File: src/rtl/param_safecontrol_pkg.sv
// Shared types and default key codes for the keypad safe controller.
package safe_pkg;

  typedef enum logic [2:0] {
    ST_LOCKED  = 3'd0,
    ST_CHECK   = 3'd1,
    ST_OPEN    = 3'd2,
    ST_PROG    = 3'd3,
    ST_LOCKOUT = 3'd4
  } state_e;

  localparam logic [3:0] KEY_ENTER_DEF = 4'hE;
  localparam logic [3:0] KEY_CLEAR_DEF = 4'hC;
  localparam logic [3:0] KEY_PROG_DEF  = 4'hA;

endpackage

File: src/rtl/param_safecontrol_timer.sv
// Restartable cycle counter: counts enabled cycles since the last load and
// pulses done_o on the CYCLES-th one. Dropping en_i clears the count.
module safe_timer #(
  parameter int unsigned CYCLES = 16
) (
  input  logic clk,
  input  logic rst,
  input  logic load_i,
  input  logic en_i,
  output logic done_o
);

  localparam int unsigned W = $clog2(CYCLES + 1);

  logic [W-1:0] cnt_q;

  assign done_o = en_i && !load_i && (cnt_q == W'(CYCLES - 1));

  // Count enabled cycles; restart on load, disable or expiry.
  always_ff @(posedge clk or posedge rst) begin
    if (rst) begin
      cnt_q <= '0;
    end else if (load_i || !en_i || done_o) begin
      cnt_q <= '0;
    end else begin
      cnt_q <= cnt_q + W'(1);
    end
  end

endmodule

File: src/rtl/param_safecontrol.sv
// Keypad safe controller: code entry, check, open/relock, reprogramming and
// lockout after repeated wrong codes. All outputs are registered.
module param_safecontrol
  import safe_pkg::*;
#(
  parameter int unsigned                    CODE_LEN       = 4,
  parameter int unsigned                    DIGIT_W        = 4,
  parameter logic [CODE_LEN*DIGIT_W-1:0]    DEFAULT_CODE   = 16'h1234,
  parameter int unsigned                    MAX_FAILS      = 3,
  parameter int unsigned                    LOCKOUT_CYCLES = 4096,
  parameter int unsigned                    OPEN_CYCLES    = 2048,
  parameter int unsigned                    ENTRY_TIMEOUT  = 1024,
  parameter logic [DIGIT_W-1:0]             KEY_ENTER      = DIGIT_W'(KEY_ENTER_DEF),
  parameter logic [DIGIT_W-1:0]             KEY_CLEAR      = DIGIT_W'(KEY_CLEAR_DEF),
  parameter logic [DIGIT_W-1:0]             KEY_PROG       = DIGIT_W'(KEY_PROG_DEF)
) (
  input  logic                             clk,
  input  logic                             rst,
  input  logic                             key_valid,
  input  logic [DIGIT_W-1:0]               key_code,
  output logic                             lock,
  output logic                             green,
  output logic                             blue,
  output logic                             alarm,
  output logic [$clog2(MAX_FAILS+1)-1:0]   fails
);

  localparam int unsigned BW = CODE_LEN * DIGIT_W;
  localparam int unsigned CW = $clog2(CODE_LEN + 1);
  localparam int unsigned FW = $clog2(MAX_FAILS + 1);

  state_e          state_q, state_d;
  logic [BW-1:0]   buf_q,   buf_d;
  logic [CW-1:0]   cnt_q,   cnt_d;
  logic            ovf_q,   ovf_d;
  logic [BW-1:0]   code_q,  code_d;
  logic [FW-1:0]   fails_q, fails_d;
  logic            lock_q, green_q, blue_q, alarm_q;

  logic key_dig, key_ent, key_clr, key_prg, key_known;
  logic entry_done, open_done, lockout_done;
  logic match;

  assign key_dig   = key_valid && (key_code < DIGIT_W'(10));
  assign key_ent   = key_valid && (key_code == KEY_ENTER);
  assign key_clr   = key_valid && (key_code == KEY_CLEAR);
  assign key_prg   = key_valid && (key_code == KEY_PROG);
  assign key_known = key_dig || key_ent || key_clr || key_prg;

  assign match = (cnt_q == CW'(CODE_LEN)) && !ovf_q && (buf_q == code_q);

  safe_timer #(.CYCLES(ENTRY_TIMEOUT)) u_entry_tmr (
    .clk    (clk),
    .rst    (rst),
    .load_i (key_known),
    .en_i   (((state_q == ST_LOCKED) || (state_q == ST_PROG)) && (cnt_q != '0)),
    .done_o (entry_done)
  );

  safe_timer #(.CYCLES(OPEN_CYCLES)) u_open_tmr (
    .clk    (clk),
    .rst    (rst),
    .load_i (key_known),
    .en_i   (state_q == ST_OPEN),
    .done_o (open_done)
  );

  safe_timer #(.CYCLES(LOCKOUT_CYCLES)) u_lockout_tmr (
    .clk    (clk),
    .rst    (rst),
    .load_i (1'b0),
    .en_i   (state_q == ST_LOCKOUT),
    .done_o (lockout_done)
  );

  // Next-state, entry buffer, stored code and failure counter.
  always_comb begin
    state_d = state_q;
    buf_d   = buf_q;
    cnt_d   = cnt_q;
    ovf_d   = ovf_q;
    code_d  = code_q;
    fails_d = fails_q;

    case (state_q)
      ST_LOCKED: begin
        if (key_ent) begin
          state_d = ST_CHECK;
        end else if (key_clr || entry_done) begin
          buf_d = '0;
          cnt_d = '0;
          ovf_d = 1'b0;
        end else if (key_dig) begin
          if (cnt_q < CW'(CODE_LEN)) begin
            buf_d = {buf_q[BW-DIGIT_W-1:0], key_code};
            cnt_d = cnt_q + CW'(1);
          end else begin
            ovf_d = 1'b1;
          end
        end
      end

      ST_CHECK: begin
        buf_d = '0;
        cnt_d = '0;
        ovf_d = 1'b0;
        if (match) begin
          state_d = ST_OPEN;
          fails_d = '0;
        end else begin
          fails_d = fails_q + FW'(1);
          state_d = (fails_d == FW'(MAX_FAILS)) ? ST_LOCKOUT : ST_LOCKED;
        end
      end

      ST_OPEN: begin
        if (key_ent) begin
          state_d = ST_LOCKED;
        end else if (key_prg) begin
          state_d = ST_PROG;
          buf_d   = '0;
          cnt_d   = '0;
          ovf_d   = 1'b0;
        end else if (open_done) begin
          state_d = ST_LOCKED;
        end
      end

      ST_PROG: begin
        if (key_ent) begin
          if ((cnt_q == CW'(CODE_LEN)) && !ovf_q) begin
            code_d = buf_q;
          end
          state_d = ST_OPEN;
          buf_d   = '0;
          cnt_d   = '0;
          ovf_d   = 1'b0;
        end else if (key_clr || entry_done) begin
          // Clear with an empty buffer, or a timeout, abandons programming.
          if ((cnt_q == '0) || entry_done) begin
            state_d = ST_OPEN;
          end
          buf_d = '0;
          cnt_d = '0;
          ovf_d = 1'b0;
        end else if (key_dig) begin
          if (cnt_q < CW'(CODE_LEN)) begin
            buf_d = {buf_q[BW-DIGIT_W-1:0], key_code};
            cnt_d = cnt_q + CW'(1);
          end else begin
            ovf_d = 1'b1;
          end
        end
      end

      ST_LOCKOUT: begin
        if (lockout_done) begin
          state_d = ST_LOCKED;
          fails_d = '0;
          buf_d   = '0;
          cnt_d   = '0;
          ovf_d   = 1'b0;
        end
      end

      default: begin
        state_d = ST_LOCKED;
        buf_d   = '0;
        cnt_d   = '0;
        ovf_d   = 1'b0;
      end
    endcase
  end

  // State and datapath registers; outputs decoded from next state so they
  // change on the same edge as the state.
  always_ff @(posedge clk or posedge rst) begin
    if (rst) begin
      state_q <= ST_LOCKED;
      buf_q   <= '0;
      cnt_q   <= '0;
      ovf_q   <= 1'b0;
      code_q  <= DEFAULT_CODE;
      fails_q <= '0;
      lock_q  <= 1'b1;
      green_q <= 1'b0;
      blue_q  <= 1'b0;
      alarm_q <= 1'b0;
    end else begin
      state_q <= state_d;
      buf_q   <= buf_d;
      cnt_q   <= cnt_d;
      ovf_q   <= ovf_d;
      code_q  <= code_d;
      fails_q <= fails_d;
      lock_q  <= !((state_d == ST_OPEN) || (state_d == ST_PROG));
      green_q <= (state_d == ST_OPEN) || (state_d == ST_PROG);
      blue_q  <= ((state_d == ST_LOCKED) || (state_d == ST_PROG)) && (cnt_d != '0);
      alarm_q <= (state_d == ST_LOCKOUT);
    end
  end

  assign lock  = lock_q;
  assign green = green_q;
  assign blue  = blue_q;
  assign alarm = alarm_q;
  assign fails = fails_q;

endmodule

File: config.mk
export PLATFORM = sky130hd
export DESIGN_NAME = param_safecontrol
export DESIGN_NICKNAME = d
export VERILOG_FILES = /design/src/rtl/param_safecontrol_pkg.sv /design/src/rtl/param_safecontrol_timer.sv /design/src/rtl/param_safecontrol.sv
export SDC_FILE = /design/constraint.sdc
export NUM_CORES = 1
export LEC_CHECK = 0
export CAP_MARGIN = 30
export CORE_UTILIZATION = 50
export CTS_BUF_LIST = sky130_fd_sc_hd__clkbuf_2 sky130_fd_sc_hd__clkbuf_4 sky130_fd_sc_hd__clkbuf_8
export CTS_CLUSTER_SIZE = 40
export DETAILED_ROUTE_END_ITERATION = 10
export PLACE_DENSITY = 0.75
export SETUP_SLACK_MARGIN = 0.05
export SLEW_MARGIN = 30
export SYNTH_ARGS = -nofsm -noshare
export SYNTH_HDL_FRONTEND = slang
export SYNTH_SLANG_ARGS = --single-unit
File: constraint.sdc
create_clock -name clk -period 2.9 [get_ports clk]
set_input_delay 0.58 -clock clk [delete_from_list [all_inputs] [get_ports clk]]
set_output_delay 0.58 -clock clk [all_outputs]
set_load 0.02 [all_outputs]
# == After elaboration in Yosys (flattened, before gate mapping) ==
# Cells that the tools add are included.
# word_totals
reg_bits,81
inputBits,7
# classes
add_sub_neg,5
magnitude_cmp,2
n_eq_ne,20
muxes,44
n_reduce_logical,41
# op_table
operator,count
2-to-1 mux 16 bit,8
case mux 16 bit (4 select lines),1
2-to-1 mux 3 bit,18
== test 16 bit,1
case mux 3 bit (5 select lines),1
adder 13 x 1 -> 13 bit (second input constant),1
== test 13 x 12 -> 1 bit (second input constant),1
logical AND 1 bit,13
logical OR 1 bit,13
2-to-1 mux 13 bit,1
adder 12 x 1 -> 12 bit (second input constant),1
== test 12 x 11 -> 1 bit (second input constant),1
== test 3 x 2 -> 1 bit (second input constant),4
== test 4 bit (second input constant),3
2-to-1 mux 12 bit,1
case mux 3 bit (4 select lines),1
adder 11 x 1 -> 11 bit (second input constant),1
== test 11 x 10 -> 1 bit (second input constant),1
2-to-1 mux 11 bit,1
== test 3 bit (second input constant),3
zero test 3 bit,3
2-to-1 mux 1 bit,8
!= test 2 bit (second input constant),4
zero test 1 bit,6
other kinds (14),16

# == Longest topological paths before layout ==
# Gate-level depths: netlist of the first run.
# depth
ltp_word,16
depth_mapped,9
mapped_depth_nobuf,8

# == By module ==
# From an unflattened synthesis of the first run, not the netlist that was laid out.
# unflattened
hier_cells,387
hier_area_um2,4237.8
# by_module_without_submodules
mod,n_inst,cells_per_inst,area_per_inst_um2
param_safecontrol,1,212,2421.1
safe_timer (u_open_tmr),1,63,633.1
safe_timer (u_lockout_tmr),1,61,625.6
safe_timer (u_entry_tmr),1,51,558.0

# == Least setup slack after synthesis of the first run ==
# Ideal clock, no wire load.
# synth_path
path_kind,input to register
start,in key_valid
end,reg buf_q[1]
setup_ps,132
t_arrival_ps,2281
t_required_ps,2768
path_slack_ps,488
cell_stages,9
n_path_buf,3
cell_sequence,clkbuf_1 -> nand4b_1 -> mux2i_1 -> o32ai_2 -> nand2b_1 -> buf_2 -> buf_4 -> mux2i_1 -> nor2_1
# synth_between
elab_chain_len,11
# synth_lines
element,line,text
start: declaration,param_safecontrol.sv:19,"input logic key_valid,"
"logical AND 1 bit, on equally long branches","param_safecontrol.sv:44, param_safecontrol.sv:45",
logical OR 1 bit (3 in a row),param_safecontrol.sv:48,assign key_known = key_dig || key_ent || key_clr || key_prg;
zero test 1 bit,param_safecontrol_timer.sv:17,assign done_o = en_i && !load_i && (cnt_q == W'(CYCLES - 1));
logical AND 1 bit (2 in a row),param_safecontrol_timer.sv:17,
logical OR 1 bit,"param_safecontrol.sv:89, param_safecontrol.sv:138",
2-to-1 mux 16 bit,param_safecontrol.sv:138,end else if (key_clr || entry_done) begin
"2-to-1 mux 16 bit, on equally long branches","param_safecontrol.sv:130, param_safecontrol.sv:87",
case mux 16 bit (4 select lines),param_safecontrol.sv:85,case (state_q)
end signal: assignment,param_safecontrol.sv:191,buf_q <= buf_d;
end: declaration,param_safecontrol.sv:33,"logic [BW-1:0] buf_q, buf_d;"
# Several ways; a longest one is shown, not always the timed one. The select of a mux whose other input is x is not followed.
# A chain may end at the register's enable or synchronous reset.

# == Worst setup path after layout of the first run ==
# layout_path
start,in key_code[0]
end,reg cnt_q[0]
# layout_between
elab_chain_len,12
# layout_lines
element,line,text
start: declaration,param_safecontrol.sv:20,"input logic [DIGIT_W-1:0] key_code,"
< comparator 4 bit or == test 4 bit (tied branches),"param_safecontrol.sv:44, param_safecontrol.sv:45",
"logical AND 1 bit, on equally long branches","param_safecontrol.sv:44, param_safecontrol.sv:45",
logical OR 1 bit (3 in a row),param_safecontrol.sv:48,
zero test 1 bit,param_safecontrol_timer.sv:17,
logical AND 1 bit (2 in a row),param_safecontrol_timer.sv:17,
logical OR 1 bit,"param_safecontrol.sv:89, param_safecontrol.sv:138",
2-to-1 mux 3 bit,param_safecontrol.sv:138,
"2-to-1 mux 3 bit, on equally long branches","param_safecontrol.sv:130, param_safecontrol.sv:87",
case mux 3 bit (4 select lines) (*),param_safecontrol.sv:85,
net cnt_d[0],param_safecontrol.sv:34,"logic [CW-1:0] cnt_q, cnt_d;"
end signal: assignment,param_safecontrol.sv:192,cnt_q <= cnt_d;
end: declaration,param_safecontrol.sv:34,
# The timed path passes the listed nets; every way through them passes the cells marked *.

==> results.txt, run 1 <==
Total core area: 0.00741 sq mm
Critical Path End Type: register
CP max FO: 3
CTS H-Tree Depth: 3
Fin cells: 496
Area grow syn2layout: 13.0%
CTS tree: done
Critical Path Source: key_code[0]
Post-Syn Area: 0.00393 sq mm
Fin crit share: 84.3%
IO Count: 13
Clk root buf: clkbuf_8
Clock skew: 11.7 ps
Final worst path period need: 2440 ps
GPL Wtd Cong: 0.820
Critical path buffers and inverters: 1
Top Family by Delay on Critical Path: compound AO/OA/AOI/OAI gates
Worst rel slew slack: 55.3%
Final antenna-violating net count: 0
Wirelength per Cell: 13.8 microns
Initial antenna violation count: 0
Critical path type: in -> reg
Rows: 31
Total Routing Usage GR: 19.2%
Max incr delay on CP: 490 ps
Post-CTS Hold Fix Bufs: 0
Syn_nets: 380
Worst Path Required: 3140 ps
Placed insts: 480
Worst-path cell chain: clkdlybuf4s50_1, o211ai_2, a2111oi_4, or3b_1, and2_1, a21o_1, mux2_2
Multi-input logic area: 0.00180 sq mm
Worst setup path end: cnt_q[0]
DRT iter0 DRCs: 138
FF+latch count, synth: 81
Reg2Reg Setup Slack: 500 ps
Post-route core utilization: 59.9%
Pins over their slew limit: 0
Synth warn: 0
# port buffers: 12
Full die area: 0.00822 sq mm
# diodes: 0
Pin count of the biggest net entering global routing: 73
Gr ovfl total: 0
R2R cell count: 8
Final Hold Vio Count: 0
CP Launch Type: input port
Vias in the first global route: 2693
Setup violators final: 0
Die Y: 90.6 microns
Mapped Cells: 367
Pleak: 2.09 nW
Fill cell count: 595
Share of cells above drive strength 1: 14.9%
Slowest cell on crit path: clkdlybuf4s50_1
R2r endpoint: cnt_q[0]
Hold_ws: 440 ps
Clock Latency Late Sink: 360 ps
Vias per inst: 5.41
Most used DFF post-synth: dfrtp_1
Drt first pass iters: 4
Die Wd: 90.6 microns
Total setup buffers inserted after CTS: 0
Register area share after synthesis: 51.8%
Starting Density: 53.0%
Post-CTS Resized: 0
Peak VDD IR: 399 uV
Pwr dens: 739 mW/mm^2
Met3 GRT Util: 5.30%
Async S/R FF share, synth: 100%
Syn Area/Cell: 10.7 sq um
Number of synthesized flops with an enable pin: 0
HP Class: in -> async
WP data arrival: 2690 ps
Grt met1 use: 26.1%
Worst slew pin tran: 670 ps
Post-synth cell types: 51
Clock transition at path regs: 80 ps
M2 GR Usage: 29.5%
Vias: 2684
Final wirelength: 6.87 mm
Deepest clock path buffer count: 2
Total Neg Setup Slack: 0 ps
First-pass GRT wire length: 12.4 mm
Crit. path cell count: 7
Register Area: 0.00203 sq mm
Fmax: 0.409 GHz
Max Cap Viol: 0
CTS Sinks: 81
DRC: 0
RSZ-0062 raised after global routing: no
DP HPWL: 4.75 mm
TritonCTS Buffers: 9
Reg2Reg Launch Point: cnt_q[0]
Nets: 405
Gr busiest metal: met2
Status: completed
## kinds of logic after synthesis
family / after synthesis / share of synthesized area [%]
compound gates: 39 / 7.29
flops: 81 / 51.8
simple gates: 144 / 18.4
fa+ha+maj: 6 / 1.91
buf+inv: 23 / 2.45
xor+xnor: 40 / 8.92
mux: 34 / 9.20
## worst min-delay path by stage
stage | to | slack, ps | cells past startpoint
finish | u_entry_tmr.cnt_q[2] | 440 | 2
global route | u_entry_tmr.cnt_q[1] | 470 | 2
CTS | u_entry_tmr.cnt_q[1] | 430 | 2
detailed placement | u_lockout_tmr.cnt_q[0] | 470 | 1
global placement | u_lockout_tmr.cnt_q[0] | 470 | 1
floorplan | u_lockout_tmr.cnt_q[0] | 450 | 1
## sequential cells by signal, summed over array words and instances, names as in the netlist
signal / flops
cnt_q: 3
blue: 1
code_q: 16
lock: 1
u_lockout_tmr.cnt_q: 13
fails: 2
u_entry_tmr.cnt_q: 11
alarm: 1
u_open_tmr.cnt_q: 12
green: 1
buf_q: 16
state_q: 3
ovf_q: 1
## where the power goes
part,internal [mW],switching (mW)
registers,1.29,0.175
clock network,0.405,0.432
logic,0.444,0.532
## final cells by class
type	instances	share of cell area [%]
clock buffer	9	2.79
timing repair buffer	23	5.13
clock inverter	7	1.78
sequential	81	45.8
tap	99	2.79
multi-input combinational	263	40.5
inverter	14	1.21
## worst reg2reg max path: cells and delay by family, from the launching register on
family	cells	cell delay, ps
buffers and inverters	1	70
multiplexers	1	260
AO/OA/AOI/OAI	2	530
adder cells (fa/ha/maj)	1	220
flip-flops	1	420
AND/OR/NAND/NOR	3	790
## stage by stage
step	setup WS (ps)	area, sq um	power, mW
2_1_floorplan	250	3930	2.15
3_3_place_gp	136	4240	2.44
3_5_place_dp	66.4	4240	2.47
4_1_cts	449	4440	3.32
5_1_grt	354	4440	3.50
6_report	455	4440	3.28
## Yosys cell counts (2+ instances only)
library cell / number / area [sq um]
or2_2: 3 / 18.8
or3_1: 6 / 37.5
nor2_1: 54 / 203
xor2_1: 27 / 236
and3_1: 3 / 18.8
dfrtp_1: 75 / 1880
o21ai_0: 10 / 50.1
inv_1: 14 / 52.6
mux2i_1: 17 / 170
dfstp_2: 6 / 158
nand4b_1: 3 / 26.3
nand4_1: 10 / 62.6
and4_1: 4 / 35.0
nor2b_1: 4 / 25.0
nand3_1: 11 / 55.1
nand2_1: 22 / 82.6
nand2b_1: 3 / 18.8
and2_1: 5 / 31.3
a21oi_1: 7 / 35.0
o21bai_1: 2 / 15.0
nor4_1: 3 / 18.8
a31oi_1: 2 / 12.5
or4_1: 2 / 15.0
clkbuf_1: 5 / 18.8
ha_1: 6 / 75.1
buf_4: 2 / 15.0
nor3_1: 5 / 25.0
xnor2_1: 13 / 114
buf_2: 2 / 10.0
mux2_2: 17 / 191
nor3b_1: 2 / 15.0
a21o_1: 3 / 22.5
## cell usage in the layout, fill, tap and decap left out, drive strengths merged, types with 3 or more instances in the layout
cell / n
a21o: 3
a21oi: 8
and2: 5
and3: 3
and4: 4
buf: 11
clkbuf: 9
clkdlybuf4s50: 12
clkinvlp: 3
dfrtp: 75
dfstp: 6
ha: 6
inv: 15
mux2: 17
mux2i: 17
nand2: 22
nand2b: 3
nand3: 11
nand4: 10
nand4b: 3
nor2: 54
nor2b: 4
nor3: 5
nor4: 3
o21ai: 11
or2: 3
or3: 6
xnor2: 13
xor2: 27
## metal layers
metal / vias to the layer above / part of all wire (%)
met2: 35 / 48
met4: 0 / 1.7
met5: - / 0
met3: 12 / 3.0
met1: 1319 / 48
li1: 1318 / -
No activity file was read; power rests on OpenSTA's default activity.
==> run 2, diff against run 1 <==
==> constraint.sdc (replaced) <==
create_clock -name clk -period 2.4 [get_ports clk]
set_input_delay 0.48 -clock clk [delete_from_list [all_inputs] [get_ports clk]]
set_output_delay 0.48 -clock clk [all_outputs]
set_load 0.02 [all_outputs]
==> run 2 against run 1 <==
  * Critical path depth unchanged
  * Non-clock buffer count is 10 higher
  * Sequential power increased by 18%
  * Flip-flop and latch count stayed put
  * Global-route usage shrank 0.36 points
  * Cell area grew 2.8%
  * Register-to-register slack got worse by 320 ps
  * Total power rose by 24%
  * Clock-buffer cell count is the same
  * Via count rose by 1.2%
  * Critical path type unchanged
  * Critical endpoint unchanged
  * Largest power group unchanged
  * Highest routed layer unchanged
==> results.txt, run 2 (synthesis gave the netlist of run 1 again) <==
Setup violators final: 0
Die Wd: 90.6 microns
Critical Path End Type: register
Drt first pass iters: 4
DP Worst Slack: -255 ps
DP Area: 0.00433 sq mm
Gr ovfl total: 0
Rows: 31
# port buffers: 12
Critical path type: in -> reg
Clock transition at path regs: 80 ps
Worst slew pin tran: 710 ps
Wirelength per Cell: 14.3 microns
Power Total: 4.08 mW
Max Cap Viol: 0
Commonest cells after routing, fill and taps aside: dfrtp_1 (75), nor2_1 (54), xor2_1 (27)
Worst Path Required: 2640 ps
DRT iter0 DRCs: 189
Clk root buf: clkbuf_8
IO Count: 13
Top Family by Delay on Critical Path: compound AO/OA/AOI/OAI gates
Vias per inst: 5.37
Fmax: 0.439 GHz
Final Hold Vio Count: 0
DRC: 0
Pins over their slew limit: 0
Fin crit share: 94.9%
CTS tree: done
Placed insts: 489
TritonCTS Buffers: 9
Peak VDD IR: 428 uV
Initial antenna violation count: 0
HP Class: reg -> reg
Most common cell after layout, fill and taps aside: dfrtp_1
Vias: 2715
Nets: 415
Vias in the first global route: 2654
Total core area: 0.00741 sq mm
Final wirelength: 7.25 mm
CP max FO: 3
Status: completed
Final antenna-violating net count: 0
Full die area: 0.00822 sq mm
Pleak: 2.17 nW
Grt met1 use: 25.9%
WP data arrival: 2510 ps
Deepest clock path buffer count: 2
Area grow syn2layout: 16.1%
Total Routing Usage GR: 18.8%
CTS H-Tree Depth: 3
Final worst path period need: 2280 ps
Die Y: 90.6 microns
Met3 GRT Util: 3.45%
M2 GR Usage: 29.5%
Pwr dens: 894 mW/mm^2
RSZ-0062 raised after global routing: no
Starting Density: 53.0%
GPL Wtd Cong: 0.856
CTS Sinks: 81
First-pass GRT wire length: 12.4 mm
Clock Latency Late Sink: 350 ps
Setup ws final: 123 ps
Clock skew: 9.12 ps
Worst-path cell chain: clkdlybuf4s50_1, o211ai_4, a2111oi_4, or3b_1, and2_1, a21o_1, mux2_2
Largest regs: buf_q: 16 flops, code_q: 16 flops, u_lockout_tmr.cnt_q: 13 flops
Max incr delay on CP: 540 ps
Fin cells: 506
DP HPWL: 4.99 mm
Pin count of the biggest net entering global routing: 82
Gr busiest metal: met2
Slowest cell on crit path: clkdlybuf4s50_1
Critical path buffers and inverters: 1
# diodes: 0
Final Cell Area: 0.00456 sq mm
Reg2Reg Setup Slack: 180 ps
Worst rel slew slack: 52.5%
Share of cells above drive strength 1: 17.7%
CP Launch Type: input port
Total Neg Setup Slack: 0 ps
## run 2: changes by cell type in the layout (fill, tap and decap cells not counted), sizes merged
cell           previous run  this run
clkdlybuf4s50            12        11
dlymetal6s2s              0         1
buf                      11        21
clkinvlp                  3         2
clkinv                    2         3
## run 2: where the power goes
group / switching [mW] / total, mW / internal, mW
Combinational: 0.720 / 1.33 / 0.614
Sequential: 0.168 / 1.73 / 1.56
Clock: 0.521 / 1.01 / 0.490
## run 2: metal layers
metal	share of wire (%)	wire length [microns]	vias to the layer above
li1	-	-	1340
met1	48	3490	1320
met5	0	0	-
met4	1.3	97	0
met2	47	3410	44
met3	3.4	249	11
## run 2: worst paths after layout
path	cells after the start	startpoint	endpoint
setup / recovery	7	key_code[3]	cnt_q[0]
hold / removal	1	u_entry_tmr.cnt_q[0]	u_entry_tmr.cnt_q[0]
setup reg to reg	8	cnt_q[1]	cnt_q[0]
hold reg to reg	1	u_entry_tmr.cnt_q[0]	u_entry_tmr.cnt_q[0]
max in group asynchronous	3	rst	code_q[12]
min in group asynchronous	3	rst	fails[1]
## run 2: through the flow
| step | util [%] | hold WS [ps] |
|---|---|---|
| after floorplan | - | 448 |
| after global placement | 58.5 | 466 |
| after detailed placement | 58.5 | 472 |
| after CTS | 61.2 | 483 |
| after global routing | 61.6 | 512 |
| final | 61.6 | 479 |
## run 2: final cells by class
cell class	count	area, sq um
fill	590	2850
clock inverter	7	77.6
inverter	14	56.3
clock buffer	9	124
sequential	81	2030
tap	99	124
multi-input combinational	263	1820
timing repair buffer	33	330
## run 2: timing repair
item / 4_1_cts / 5_1_grt
gates resized for setup: 0 / 6
hold buffers: 0 / 0
endpoints found under the setup margin: 0 / 6
buffers inserted: 0 / 1
